**config.mk**
```make
export PLATFORM = sky130hd
export DESIGN_NAME = user_input_irq
export DESIGN_NICKNAME = d
export VERILOG_FILES = /design/src/rtl/user_input_irq_pkg.sv /design/src/rtl/user_input_debounce.sv /design/src/rtl/user_input_irq.sv
export SDC_FILE = /design/constraint.sdc
export NUM_CORES = 1
export LEC_CHECK = 0
export ABC_AREA = 0
export BUFFER_PORTS_ARGS = -buffer_cell sky130_fd_sc_hd__buf_2
export CAP_MARGIN = 10
export CORE_ASPECT_RATIO = 2
export CORE_MARGIN = 2
export CORE_UTILIZATION = 35
export CTS_CLUSTER_DIAMETER = 200
export DETAILED_ROUTE_END_ITERATION = 12
export PLACE_DENSITY = 0.59
export SLEW_MARGIN = 10
export SYNTH_ARGS = -nofsm -noshare
export SYNTH_HDL_FRONTEND = slang
export SYNTH_SLANG_ARGS = --single-unit
export TNS_END_PERCENT = 20
```
**constraint.sdc**
```tcl
create_clock -name clk_clk -period 1.45 [get_ports clk_clk]
set_input_delay 0.29 -clock clk_clk [delete_from_list [all_inputs] [get_ports clk_clk]]
set_output_delay 0.29 -clock clk_clk [all_outputs]
set_load 0.01 [all_outputs]
```
**src/rtl/user_input_irq_pkg.sv**
```systemverilog
// Shared constants and helpers for the user_input_irq block.
// Optional feature macro: USER_INPUT_IRQ_DEBOUNCE_EN (per-bit debounce counters).
package user_input_irq_pkg;

    // Avalon-MM word addresses
    localparam logic [2:0] ADDR_DATA     = 3'd0;
    localparam logic [2:0] ADDR_IRQ_MASK = 3'd1;
    localparam logic [2:0] ADDR_EDGE_CAP = 3'd2;
    localparam logic [2:0] ADDR_RISE_EN  = 3'd3;
    localparam logic [2:0] ADDR_FALL_EN  = 3'd4;
    localparam logic [2:0] ADDR_INFO     = 3'd5;

    // INFO register field offsets
    localparam int INFO_KEYS_LSB     = 0;
    localparam int INFO_SWITCHES_LSB = 8;
    localparam int INFO_DEBOUNCE_BIT = 16;

`ifdef USER_INPUT_IRQ_DEBOUNCE_EN
    localparam bit DEBOUNCE_EN = 1'b1;
`else
    localparam bit DEBOUNCE_EN = 1'b0;
`endif

    // Bits needed to hold values 0 .. value-1
    function automatic int clog2(input int value);
        int width;
        width = 0;
        for (int i = 0; i < 32; i++) begin
            if ((1 << width) < value) width++;
        end
        return width;
    endfunction

endpackage

```
**src/rtl/user_input_debounce.sv**
```systemverilog
// One-bit input conditioner: 2-FF synchroniser, optional debounce counter
// (USER_INPUT_IRQ_DEBOUNCE_EN), and registered one-cycle rise/fall pulses
// that coincide with the first cycle the stable value shows the new level.
module user_input_debounce
    import user_input_irq_pkg::*;
#(
    parameter int DEBOUNCE_CYCLES = 500000
) (
    input  logic clk,
    input  logic rst_n,
    input  logic raw_i,
    output logic stable_o,
    output logic rise_o,
    output logic fall_o
);

    if (DEBOUNCE_CYCLES < 2) begin : g_bad_cfg
        $error("user_input_debounce: DEBOUNCE_CYCLES must be at least 2");
    end

    logic [1:0] sync_q, sync_d;
    logic       stable_cur;   // current accepted level
    logic       stable_nxt;   // level the stable value takes after this edge
    logic       rise_q, rise_d, fall_q, fall_d;

    // Synchroniser shift and edge detection on the accepted level
    always_comb begin
        sync_d = {sync_q[0], raw_i};
        rise_d = stable_nxt & ~stable_cur;
        fall_d = ~stable_nxt & stable_cur;
    end

    // Synchroniser and pulse registers
    always_ff @(posedge clk or negedge rst_n) begin
        // NOTE: non-blocking assignments in clocked blocks so every flop
        // samples pre-edge values regardless of statement order.
        if (!rst_n) begin
            sync_q <= '0;
            rise_q <= 1'b0;
            fall_q <= 1'b0;
        end else begin
            sync_q <= sync_d;
            rise_q <= rise_d;
            fall_q <= fall_d;
        end
    end

`ifdef USER_INPUT_IRQ_DEBOUNCE_EN
    localparam int                CNT_W    = clog2(DEBOUNCE_CYCLES);
    localparam logic [CNT_W-1:0]  CNT_LAST = CNT_W'(DEBOUNCE_CYCLES - 1);

    logic [CNT_W-1:0] cnt_q, cnt_d;
    logic             stable_q, stable_d;

    // Count consecutive cycles the synchronised level differs from stable
    always_comb begin
        // NOTE: defaults first so every path assigns, which keeps this
        // block free of inferred latches.
        cnt_d    = '0;
        stable_d = stable_q;
        if (sync_q[1] != stable_q) begin
            if (cnt_q == CNT_LAST) begin
                stable_d = sync_q[1];
            end else begin
                cnt_d = cnt_q + 1'b1;
            end
        end
    end

    // Debounce counter and accepted level
    always_ff @(posedge clk or negedge rst_n) begin
        if (!rst_n) begin
            cnt_q    <= '0;
            stable_q <= 1'b0;
        end else begin
            cnt_q    <= cnt_d;
            stable_q <= stable_d;
        end
    end

    assign stable_cur = stable_q;
    assign stable_nxt = stable_d;
`else
    assign stable_cur = sync_q[1];
    assign stable_nxt = sync_q[0];
`endif

    assign stable_o = stable_cur;
    assign rise_o   = rise_q;
    assign fall_o   = fall_q;

endmodule

```
**src/rtl/user_input_irq.sv**
```systemverilog
// Key/switch input block for the HPS: conditions each input, latches
// selected edges into a write-1-to-clear register and raises a masked
// level IRQ. Avalon-MM slave with fixed read latency 1.
// Optional feature macro: USER_INPUT_IRQ_DEBOUNCE_EN.
module user_input_irq
    import user_input_irq_pkg::*;
#(
    parameter int N_KEYS          = 4,
    parameter int N_SWITCHES      = 4,
    parameter bit KEY_ACTIVE_LOW  = 1'b1,
    parameter int DEBOUNCE_CYCLES = 500000
) (
    input  logic                                          clk_clk,
    input  logic                                          reset_reset_n,
    input  logic [N_KEYS-1:0]                             user_input_keys,
    input  logic [((N_SWITCHES > 0) ? N_SWITCHES : 1)-1:0] user_input_switches,
    input  logic [2:0]                                    avs_address,
    input  logic                                          avs_read,
    input  logic                                          avs_write,
    input  logic [31:0]                                   avs_writedata,
    output logic [31:0]                                   avs_readdata,
    output logic                                          irq
);

    localparam int N = N_KEYS + N_SWITCHES;

    logic [N_KEYS-1:0] keys_pos;
    logic [N-1:0]      in_vec, stable_vec, rise_vec, fall_vec;
    logic [N-1:0]      mask_q, mask_d, cap_q, cap_d;
    logic [N-1:0]      rise_en_q, rise_en_d, fall_en_q, fall_en_d;
    logic [N-1:0]      wdata_n, w1c;
    logic [31:0]       rd_q, rd_d;
    logic              irq_q, irq_d;

    assign keys_pos = KEY_ACTIVE_LOW ? ~user_input_keys : user_input_keys;

    if (N_SWITCHES > 0) begin : g_switches
        assign in_vec = {user_input_switches, keys_pos};
    end else begin : g_no_switches
        logic unused_switches;
        assign unused_switches = user_input_switches[0];
        assign in_vec = keys_pos;
    end

    if (N < 32) begin : g_wdata_unused
        logic unused_wdata;
        assign unused_wdata = ^avs_writedata[31:N];
    end

    for (genvar i = 0; i < N; i++) begin : g_bit
        user_input_debounce #(
            .DEBOUNCE_CYCLES(DEBOUNCE_CYCLES)
        ) u_debounce (
            .clk     (clk_clk),
            .rst_n   (reset_reset_n),
            .raw_i   (in_vec[i]),
            .stable_o(stable_vec[i]),
            .rise_o  (rise_vec[i]),
            .fall_o  (fall_vec[i])
        );
    end

    // Register writes, edge capture (set beats clear) and IRQ level
    always_comb begin
        wdata_n   = avs_writedata[N-1:0];
        mask_d    = mask_q;
        rise_en_d = rise_en_q;
        fall_en_d = fall_en_q;
        w1c       = '0;
        if (avs_write) begin
            case (avs_address)
                ADDR_IRQ_MASK: mask_d    = wdata_n;
                ADDR_EDGE_CAP: w1c       = wdata_n;
                ADDR_RISE_EN:  rise_en_d = wdata_n;
                ADDR_FALL_EN:  fall_en_d = wdata_n;
                default: ;
            endcase
        end
        cap_d = (cap_q & ~w1c) | (rise_vec & rise_en_q) | (fall_vec & fall_en_q);
        irq_d = |(cap_q & mask_q);
    end

    // Read mux; readdata holds when no read is issued
    always_comb begin
        rd_d = rd_q;
        if (avs_read) begin
            rd_d = '0;
            case (avs_address)
                ADDR_DATA:     rd_d[N-1:0] = stable_vec;
                ADDR_IRQ_MASK: rd_d[N-1:0] = mask_q;
                ADDR_EDGE_CAP: rd_d[N-1:0] = cap_q;
                ADDR_RISE_EN:  rd_d[N-1:0] = rise_en_q;
                ADDR_FALL_EN:  rd_d[N-1:0] = fall_en_q;
                ADDR_INFO: begin
                    rd_d[INFO_KEYS_LSB +: 8]     = 8'(N_KEYS);
                    rd_d[INFO_SWITCHES_LSB +: 8] = 8'(N_SWITCHES);
                    rd_d[INFO_DEBOUNCE_BIT]      = DEBOUNCE_EN;
                end
                default: ;
            endcase
        end
    end

    // Control/status registers
    always_ff @(posedge clk_clk or negedge reset_reset_n) begin
        if (!reset_reset_n) begin
            mask_q    <= '0;
            cap_q     <= '0;
            rise_en_q <= '1;
            fall_en_q <= '0;
            rd_q      <= '0;
            irq_q     <= 1'b0;
        end else begin
            mask_q    <= mask_d;
            cap_q     <= cap_d;
            rise_en_q <= rise_en_d;
            fall_en_q <= fall_en_d;
            rd_q      <= rd_d;
            irq_q     <= irq_d;
        end
    end

    assign avs_readdata = rd_q;
    assign irq          = irq_q;

endmodule
```
Word-level counts from Yosys, hierarchy flattened

Index checks and enable logic that the tools add are counted.

Flip-flop bits (word level): 82
Bits in latches: 0
RAM bits: 0
Bits in read-only memories: 0
Bits of input ports: 47
Logic and storage cells: 84
Memories: 0

Add/subtract/negate cells: 0
Multipliers: 0
Div/mod/pow operators: 0
$lt $le $gt $ge: 0
Equal/unequal tests: 5
Shifts and indexed selects: 0
Mux-type cells: 4
Bitwise gates (word level): 40
Reductions and logical operators: 5

Operators by type and width:

| operator                                      | count |
|---|---|
| one-hot mux 8 bit (6 select lines)            | 1 |
| AND 8 bit                                     | 4 |
| AND 1 bit                                     | 16 |
| two-way mux 8 bit                             | 2 |
| inverter 1 bit                                | 16 |
| bitwise OR 8 bit                              | 2 |
| inverter 8 bit                                | 1 |
| OR reduction 8 bit                            | 1 |
| == test 3 x 2 -> 1 bit, second input constant | 2 |
| == test 3 bit, second input constant          | 2 |
| AND reduction 2 bit                           | 3 |
| inverter 4 bit                                | 1 |
| == test 3 x 1 -> 1 bit, second input constant | 1 |
| zero test 3 bit                               | 1 |
| two-way mux 3 bit                             | 1 |

Longest topological paths before layout

Gate-level depths: netlist (run 1).

Depth in word-level cells: 7
Mapped depth: 6

Hierarchy

A second synthesis (run 1) with hierarchy kept.

Cell total of the unflattened synthesis: 258
Area total of the unflattened synthesis: 3170.5 um2

Modules (own cells, without submodules):

| module              | times used | cells each | area each (um2) | seq. area each (um2) |
|---|---|---|---|---|
| user_input_irq      | 1          | 210        | 2249.7          | 1061.0 |
| user_input_debounce | 8          | 6          | 115.1           | 100.1 |

Least setup slack after synthesis (run 1)

No wires, ideal clock.

Kind: input to register
From: input avs_address[1]
To: register mask_q[0]
Library setup time: 125 ps
Arrival: 1185 ps
Data required time: 1325 ps
Path slack: 140 ps
Stages on the path: 4
Buffers on the path: 2
Cells stage by stage: buf_6 -> nor4bb_1 -> buf_2 -> mux2_2

Cells in the longest elaborated chain, start to end: 2

Ends and longest elaborated chain:

| element                              | RTL line              | text |
|---|---|---|
| start, declared                      | user_input_irq.sv:17  | `input logic [2:0] avs_address,` |
| == test 3 x 1 -> 1 bit               | user_input_irq.sv:71  | `case (avs_address)` |
| AND reduction 2 bit (no source line) | n/a                   |  |
| end signal, assigned                 | user_input_irq.sv:114 | `mask_q <= mask_d;` |
| end, declared                        | user_input_irq.sv:29  | `logic [N-1:0] mask_q, mask_d, cap_q, cap_d;` |

Every way passes these cells.
A chain may end at the register's enable or synchronous reset.

Final worst setup path (run 1)

From: register cap_q[2]
To: register rd_q[2], in the netlist avs_readdata[2]

Cells in the longest elaborated chain, start to end: 1

Ends and longest elaborated chain:

| element                            | RTL line              | text |
|---|---|---|
| start, declared                    | user_input_irq.sv:29  |  |
| start signal, assigned             | user_input_irq.sv:115 | `cap_q <= cap_d;` |
| one-hot mux 8 bit (6 select lines) | user_input_irq.sv:88  | `case (avs_address)` |
| end signal, assigned               | user_input_irq.sv:118 | `rd_q <= rd_d;` |
| end, declared                      | user_input_irq.sv:32  | `logic [31:0] rd_q, rd_d;` |

Every way passes these cells.

==> impl_metrics.toml, run 1 <==
[clock_tree]
cts_setup_buffers = 0
cts_tree = "built"
clock_sinks = 74
cts_resized = 0
clock_path_buffers = 2
cts_made_buffers = 9
h-tree-depth = 3
cts_root_buf = "clkbuf_16"
path_clk_slew_ps = 60
insertion_delay_ps = 330
ctsHoldBuffers = 1

[layout]
antenna_cells = 0
area_growth_pct = 20.3
final_cells = 412
final_nets = 352
postLayoutCellArea_sq_mm = 0.00383
fillers = 839
final_util = 0.428
drive_gt1_frac = 0.361

[routing]
postRouteAntennaNets = 0
vias_per_cell = 4.90
wl_per_cell_microns = 15.6
first_iter_violations = 161
remaining_drc_errors = 0
num_vias = 2020
firstDrtPassIters = 4
routed_wl_microns = 6430

[critical_path]
cp.arrival_ps = 1540
rr_worst_depth = 4
start_kind = "flop"
rr_startpoint = "cap_q[2]$_DFF_PN0_"
critPathCaptureType = "flop"
setup.worst_path.class = "reg -> reg"
r2r-end = "avs_readdata[2]$_DFFE_PN0P_"
rrSetupSlack_ps = 120
critPathLaunch = "cap_q[2]$_DFF_PN0_"
critPathMaxFanout = 4
cp.required_ps = 1660
cp-endpoint = "avs_readdata[2]$_DFFE_PN0P_"

[yosys]
synth_xor_area_frac = 0
ys_seq_area_frac = 0.584
synth_flop_cell = "dfrtp_1"
yosys.area_share.adder = 0
ys_top_cells_by_count = "dfrtp_1, mux2_2, buf_4"
netlist_instances = 252
synth_area_leader_cell = "dfrtp_1"
syn_area_sq_mm = 0.00319
async_flop_share = 1.00
synth_top_area_frac = 0.518
ys_ff_latch = 74
synthTopCellsByArea = "dfrtp_1, mux2_2, dfstp_2"
ys_warn_count = 0
synth_edf_count = 0
synth-simple-area-share = 0.0785
synth_top_family_by_area = "multiplexers"
yosysUniqueCellTypes = 36
synth_area_per_cell_sq_um = 12.6
synth_compound_area_frac = 0.115
synthMuxAreaShare = 0.128
synth_most_common_cell = "dfrtp_1"

[floorplan]
core_region_area_sq_mm = 0.00895
dieWidth_microns = 71.5
die_area_sq_mm = 0.00993
rows = 49
die_y_microns = 139
start_util = 0.356
io_pins = 80

[global_route]
grt.overflow.total = 0
grt_pass1_wl_microns = 10900
grt_max_degree = 32
track_usage = 0.147
antenna_found_initial = 0
grt_pass1_vias = 2142

[sta]
fin_skew_ps = 2.92
max_freq_ghz = 0.751
setup_viol = 0
post-route-min-period_ps = 1330
worst_hold_slack_ps = 57.5
final_hold_viol_count = 0
fin_crit_sh = 0.918
rsz0062_at_grt = "false"
maxSlewViolCount = 0
worst_slack_ps = 119

[power]
pwr-share-comb = 0.126
switching_share = 0.242
leakagePower_nw = 1.75
internal_power_w = 0.00415
power_density_mw_per_mm2 = 1430
power.switching_w = 0.00132
clockPowerShare = 0.405
peakVddDrop_mv = 0.574
power_frac_seq = 0.469

[placed_design]
dp_hpwl_microns = 4750
place_ws_ps = -103
dp_cells = 395
portBuffers = 32
dpl_cell_area_sq_mm = 0.00352
place.gp.congestion = 0.806

[run]
cap_violations = 0

[hold_path]
min-delay-start = "user_input_switches[3]"
hold_class = "in -> reg"

[status]
status = "finished, final reports clean"
power groups by stage:
stage,Combinational (W),Clock (W),Sequential [W]
after floorplan,0.000491,0,0.00255
after global placement,0.000677,0,0.00260
after detailed placement,0.000693,0,0.00261
after CTS,0.000700,0.00229,0.00257
after global routing,0.000765,0.00240,0.00261
final,0.000687,0.00222,0.00257
sequential cells by signal, summed over array words and instances (netlist names):
signal                   cells
avs_readdata                 9
cap_q                        8
fall_en_q                    8
g_bit.u_debounce.fall_o      8
g_bit.u_debounce.rise_o      8
g_bit.u_debounce.sync_q     16
irq                          1
mask_q                       8
rise_en_q                    8
area by class of cell:
| class | instances | area (sq um) | area share |
|---|---|---|---|
| Multi-Input combinational cell | 151 | 1110 | 0.290 |
| Inverter | 14 | 52.6 | 0.0137 |
| Timing Repair Buffer | 55 | 375 | 0.0979 |
| Tap cell | 102 | 128 | 0.0333 |
| Sequential cell | 74 | 1860 | 0.486 |
| Clock buffer | 11 | 253 | 0.0659 |
| Clock inverter | 5 | 52.6 | 0.0137 |
metrics by stage:
step / setup TNS [ps] / total power [W]
after floorplan: 0 / 0.00304
after global placement: -526 / 0.00328
after detailed placement: -756 / 0.00330
after CTS: 0 / 0.00556
after global routing: 0 / 0.00577
final: 0 / 0.00547
routing by layer:
layer	track usage	routed length [microns]
met1	0.154	2360
met2	0.253	3620
met3	0.0371	287
met4	0.0933	169
met5	0	0
cell families (layout without fill, tap and decap cells):
| logic type | count (synthesis) | after routing |
|---|---|---|
| other | 1 | 23 |
| multiplexers | 37 | 37 |
| AO/OA/AOI/OAI | 50 | 50 |
| AND/OR/NAND/NOR | 41 | 41 |
| flip-flops | 74 | 74 |
| buffers and inverters | 49 | 85 |
worst min path at each step:
stage                                                          to  slack, ps  depth (start not counted)
final                     g_bit[7].u_debounce.sync_q[0]$_DFF_PN0_         60                          1
after global routing      g_bit[7].u_debounce.sync_q[0]$_DFF_PN0_         40                          1
after CTS                 g_bit[7].u_debounce.sync_q[0]$_DFF_PN0_         40                          1
after detailed placement              avs_readdata[2]$_DFFE_PN0P_        220                          1
after global placement                avs_readdata[2]$_DFFE_PN0P_        210                          1
after floorplan                       avs_readdata[0]$_DFFE_PN0P_         -6                          0
placed cells by master, fill, tap and decap left out, types with 2 or more instances in the layout:
cell type  count
conb_1        23
mux2i_1       10
a31oi_1        2
o32ai_1        2
buf_2         31
o21ai_0        5
clkinv_2       3
nor4bb_1       2
nor2b_1       22
a22oi_1        4
nor2_1         3
a222oi_1       8
buf_4         20
dfrtp_1       66
mux2_2        26
a21oi_1       11
clkbuf_8       2
o22ai_1        4
dfstp_2        8
buf_12         3
a31o_2         4
inv_1         14
clkbuf_16      9
a21boi_0       4
nand2_1        9
worst max-delay path, cell delays in order (launching register included):
cell,delay (ps)
dfrtp_1,420
mux2_4,270
mux2_2,260
o2111ai_2,160
o21ai_1,90
(Power assumes the default switching activity.)
==> inputs of run 2 (changes only) <==
- ABC_AREA: 0 -> 1
==> run 2 against run 1 <==
Compared with the run above: die area rose by 5.0%; cell count rose by 25%; synthesized cell count rose by 41%; fmax rose by 17%; first-iteration DRC count rose by 8.7%; area after synthesis rose by 5.3%; global-route usage rose by 0.44 points; via count rose by 18%; clock power barely moved; worst hold slack barely moved; largest cell class unchanged; highest routed layer unchanged.
==> impl_metrics.toml, run 2 <==
[status]
status = "finished, final reports clean"

[global_route]
grt.overflow.total = 0
antenna_found_initial = 0
grt_max_degree = 75
track_usage = 0.151
grt_pass1_wl_microns = 11600
grt_pass1_vias = 2368

[yosys]
yosys.area_share.adder = 0
syn_area_sq_mm = 0.00335
synth_most_common_cell = "nand2_1"
ys_ff_latch = 74
synth_xor_area_frac = 0
ys_seq_area_frac = 0.555
ys_warn_count = 0
netlist_instances = 356
synth-simple-area-share = 0.215
synth_top_area_frac = 0.492
yosysUniqueCellTypes = 28
synth_area_leader_cell = "dfrtp_1"
ys_top_cells_by_count = "nand2_1, dfrtp_1, inv_1"
synth_top_family_by_area = "simple AND/OR/NAND/NOR gates"
synthMuxAreaShare = 0
synthTopCellsByArea = "dfrtp_1, nand2_1, dfstp_2"
async_flop_share = 1.00
synth_edf_count = 0
synth_flop_cell = "dfrtp_1"
synth_compound_area_frac = 0.103
synth_area_per_cell_sq_um = 9.42

[critical_path]
rrSetupSlack_ps = 470
r2r-end = "avs_readdata[1]$_DFFE_PN0P_"
max_stage_delay_ps = 380
path_cells = "buf_2"
critPathMaxFanout = 2
crit_buf_inv = 1
cp-endpoint = "avs_readdata[5]"
cp.arrival_ps = 850
path_depth = 1
start_kind = "flop"
cp.required_ps = 1160
critPathLaunch = "avs_readdata[5]$_DFFE_PN0P_"
crit_family = "flip-flops"
critical_path.slowest_cell = "dfrtp_1"
critPathCaptureType = "output pin"
rr_worst_depth = 6
setup.worst_path.class = "reg -> out"
rr_startpoint = "rise_en_q[1]$_DFFE_PN1P_"

[hold_path]
min-delay-start = "user_input_switches[3]"
hold_class = "in -> reg"

[floorplan]
start_util = 0.360
dieWidth_microns = 73.2
rows = 50
io_pins = 80
die_y_microns = 142
die_area_sq_mm = 0.0104
core_region_area_sq_mm = 0.00932

[routing]
vias_per_cell = 4.63
first_iter_violations = 175
wl_per_cell_microns = 13.7
num_vias = 2375
postRouteAntennaNets = 0
remaining_drc_errors = 0
routed_wl_microns = 7050
firstDrtPassIters = 4

[clock_tree]
insertion_delay_ps = 330
path_clk_slew_ps = 60
clock_path_buffers = 2
h-tree-depth = 3
cts_made_buffers = 9
cts_tree = "built"
cts_root_buf = "clkbuf_16"
clock_sinks = 74
cts_resized = 0

[power]
leakagePower_nw = 2.07
peakVddDrop_mv = 0.636
power_density_mw_per_mm2 = 1380

[sta]
final_hold_viol_count = 0
fin_crit_sh = 0.785
fin_tns_setup_ps = 0
fin_skew_ps = 4.63
post-route-min-period_ps = 1140
max_freq_ghz = 0.878
rsz0062_at_grt = "false"
setup_viol = 0
maxSlewViolCount = 0

[layout]
final_common_cell = "nand2_1"
drive_gt1_frac = 0.240
fillers = 922
antenna_cells = 0
largest_reg_flops = 16
regArea_sq_mm = 0.00186
multi_input_area_sq_mm = 0.00115
final_cell_mix = "nand2_1, dfrtp_1, inv_1"
top_register = "g_bit.u_debounce.sync_q"
final_nets = 451
area_growth_pct = 18.2
final_util = 0.425

[placed_design]
dp_hpwl_microns = 5090
place.gp.congestion = 0.854
portBuffers = 32

[run]
cap_violations = 0
## run 2: repair_timing
| action | in CTS | in global routing |
|---|---|---|
| setup buffers | 0 | 0 |
| hold endpoints to repair | 49 | 0 |
| endpoints found under the setup margin | 0 | 0 |
| hold buffers | 1 | 0 |
## run 2: cells by family (layout without fill, tap and decap cells)
kind of cell / count (synthesis) / in the layout
buffers and inverters: 80 / 111
other: 1 / 23
and+or+nand+nor: 154 / 154
AOI/OAI and AO/OA: 47 / 47
DFF: 74 / 74
## run 2: worst min path at each step
stage	to	slack, ps	depth (start not counted)
6_report	g_bit[7].u_debounce.sync_q[0]$_DFF_PN0_	60	1
5_1_grt	g_bit[7].u_debounce.sync_q[0]$_DFF_PN0_	40	1
4_1_cts	g_bit[7].u_debounce.sync_q[0]$_DFF_PN0_	50	1
3_5_place_dp	g_bit[4].u_debounce.fall_o$_DFF_PN0_	330	2
3_3_place_gp	g_bit[4].u_debounce.sync_q[0]$_DFF_PN0_	330	2
2_1_floorplan	avs_readdata[0]$_DFFE_PN0P_	-6	0
## run 2: cell type report
type,instances,share of cell area
Clock buffer,10,0.0603
Sequential cell,74,0.470
Inverter,46,0.0435
Timing Repair Buffer,49,0.0865
Tap cell,104,0.0328
Clock inverter,6,0.0167
Multi-Input combinational cell,224,0.291
## run 2: metrics by stage
| stage | instance area, sq um | power, W | instances | hold WS (ps) | worst slack, ps |
|---|---|---|---|---|---|
| 4_1_cts | 3970 | 0.00553 | 513 | 54.9 | 302 |
| 6_report | 3970 | 0.00547 | 513 | 57.6 | 312 |
| 2_1_floorplan | 3440 | 0.00303 | 378 | -5.59 | 343 |
| 3_5_place_dp | 3650 | 0.00329 | 496 | 333 | 80.0 |
| 3_3_place_gp | 3650 | 0.00326 | 496 | 327 | 118 |
| 5_1_grt | 3970 | 0.00577 | 513 | 38.6 | 262 |
## run 2: per-layer routing
metal	routed length, microns	vias up	global-route usage
li1	-	1195	-
met4	250	0	0.0780
met5	0	-	0
met1	2670	1090	0.159
met3	347	19	0.0432
met2	3780	71	0.265
## run 2: power by group
group,internal [W],switching (W)
Clock,0.00138,0.000850
Combinational,0.000292,0.000424
Sequential,0.00235,0.000175
==> inputs of run 3 (changes only) <==
- PLACE_DENSITY: 0.59 -> 0.61
- clock period: 1.45 -> 1.02 ns (I/O delays scaled with it)
==> run 3 against run 2 <==
Compared with the run above: the run now ends with setup timing left; first-iteration DRC count decreased by 5.7%; critical path depth unchanged; die area unchanged; register-to-register slack got worse by 430 ps; worst hold slack got worse by 49 ps; cell count increased by 3.1%; non-clock buffer count increased by 16; combinational power increased by 52%; sequential cell count unchanged; core utilization increased by 2.3 points; via count increased by 5.3%; largest power group is now the clock network.
==> impl_metrics.toml, run 3 (synthesis results as in run 2) <==
[status]
status = "finished, violations left"
failed_checks = "setup timing"

[clock_tree]
insertion_delay_ps = 330
cts_tree = "built"
cts_made_buffers = 9
cts_root_buf = "clkbuf_16"
path_clk_slew_ps = 50
clock_sinks = 74
clock_path_buffers = 2
h-tree-depth = 3

[critical_path]
cp.arrival_ps = 860
crit_buf_inv = 1
start_kind = "flop"
critPathCaptureType = "output pin"
critPathLaunch = "avs_readdata[2]$_DFFE_PN0P_"
critPathMaxFanout = 2
setup.worst_path.class = "reg -> out"
cp.required_ps = 820
path_cells = "buf_2"
crit_family = "flip-flops"
rr_startpoint = "rise_en_q[2]$_DFFE_PN1P_"
critical_path.slowest_cell = "dfrtp_1"
max_stage_delay_ps = 390

[placed_design]
dpl_cell_area_sq_mm = 0.00373
dp_hpwl_microns = 5420
place.gp.congestion = 0.902
portBuffers = 32

[hold_path]
hold_class = "in -> reg"
min-delay-start = "user_input_keys[1]"

[global_route]
track_usage = 0.155
grt_pass1_wl_microns = 12100
grt_max_degree = 29
grt_pass1_vias = 2515
grt.overflow.total = 0
antenna_found_initial = 0

[floorplan]
start_util = 0.360
die_area_sq_mm = 0.0104
dieWidth_microns = 73.2
core_region_area_sq_mm = 0.00932
rows = 50
die_y_microns = 142
io_pins = 80

[sta]
fin_tns_setup_ps = -227
fin_skew_ps = 5.80
fin_crit_sh = 1.04
worst_slack_ps = -44.3
setup_viol = 10
post-route-min-period_ps = 1060
max_freq_ghz = 0.940
final_hold_viol_count = 0
maxSlewViolCount = 0
rsz0062_at_grt = "true"

[routing]
routed_wl_microns = 7290
num_vias = 2501
first_iter_violations = 165
postRouteAntennaNets = 0
firstDrtPassIters = 4
remaining_drc_errors = 0
wl_per_cell_microns = 13.8
vias_per_cell = 4.73

[power]
peakVddDrop_mv = 0.989
power_density_mw_per_mm2 = 2000
leakagePower_nw = 2.19

[layout]
drive_gt1_frac = 0.254
area_growth_pct = 24.5
antenna_cells = 0
top_register = "g_bit.u_debounce.sync_q"
final_nets = 467
final_common_cell = "nand2_1"
largest_reg_flops = 16
postLayoutCellArea_sq_mm = 0.00418
fillers = 904
final_cell_mix = "nand2_1, dfrtp_1, inv_1"

[run]
cap_violations = 0
## run 3: where the power goes
group / switching [W] / internal [W] / total [W]
Combinational: 0.000619 / 0.000466 / 0.00109
Sequential: 0.000253 / 0.00334 / 0.00360
Clock: 0.00119 / 0.00246 / 0.00366
Total: 0.00207 / 0.00627 / 0.00834
## run 3: worst paths after layout
check	to	slack [ps]	depth (start not counted)
max in group asynchronous	rise_en_q[5]$_DFFE_PN1P_	210	3
hold / removal	g_bit[1].u_debounce.sync_q[0]$_DFF_PN0_	8	2
min in group asynchronous	g_bit[0].u_debounce.sync_q[0]$_DFF_PN0_	290	2
hold reg to reg	g_bit[2].u_debounce.sync_q[1]$_DFF_PN0_	400	0
setup reg to reg	avs_readdata[2]$_DFFE_PN0P_	40	6
setup / recovery	avs_readdata[2]	-40	1
## run 3: worst reg2reg max path, delay by kind of cell, from the launching register on
family,cells,cell delay (ps)
AND/OR/NAND/NOR,6,360
flip-flops,1,550
## run 3: metal layers
layer  up-vias  part of all wire  GRT usage
li1       1231                 -          -
met1      1175              0.38      0.170
met2        77              0.55      0.272
met3        18             0.043     0.0297
met4         0             0.029     0.0809
met5         -                 0          0
## run 3: timing repair
item,in CTS,in global routing
pin swaps,0,5
setup endpoints to repair,10,16
gates resized for setup,0,1
hold buffers,8,0
hold endpoints to repair,20,0
buffers inserted,0,1
## run 3: stage by stage
| step | hold WS [ps] | worst slack, ps | utilization | total power [W] | cells |
|---|---|---|---|---|---|
| 6_report | 8.31 | -44.3 | 0.448 | 0.00834 | 529 |
| 3_3_place_gp | 96.3 | -219 | 0.401 | 0.00467 | 504 |
| 2_1_floorplan | -91.6 | -1.30 | - | 0.00431 | 378 |
| 5_1_grt | 23.3 | -60.0 | 0.448 | 0.00873 | 529 |
| 3_5_place_dp | 102 | -273 | 0.401 | 0.00470 | 504 |
| 4_1_cts | 0.00894 | -57.3 | 0.447 | 0.00842 | 528 |
## run 3: layout make-up
class	count	area [sq um]	area share
Inverter	46	173	0.0413
Tap cell	104	130	0.0312
Multi-Input combinational cell	224	1150	0.277
Sequential cell	74	1860	0.446
Clock inverter	6	113	0.0270
Clock buffer	10	239	0.0572
Timing Repair Buffer	65	505	0.121
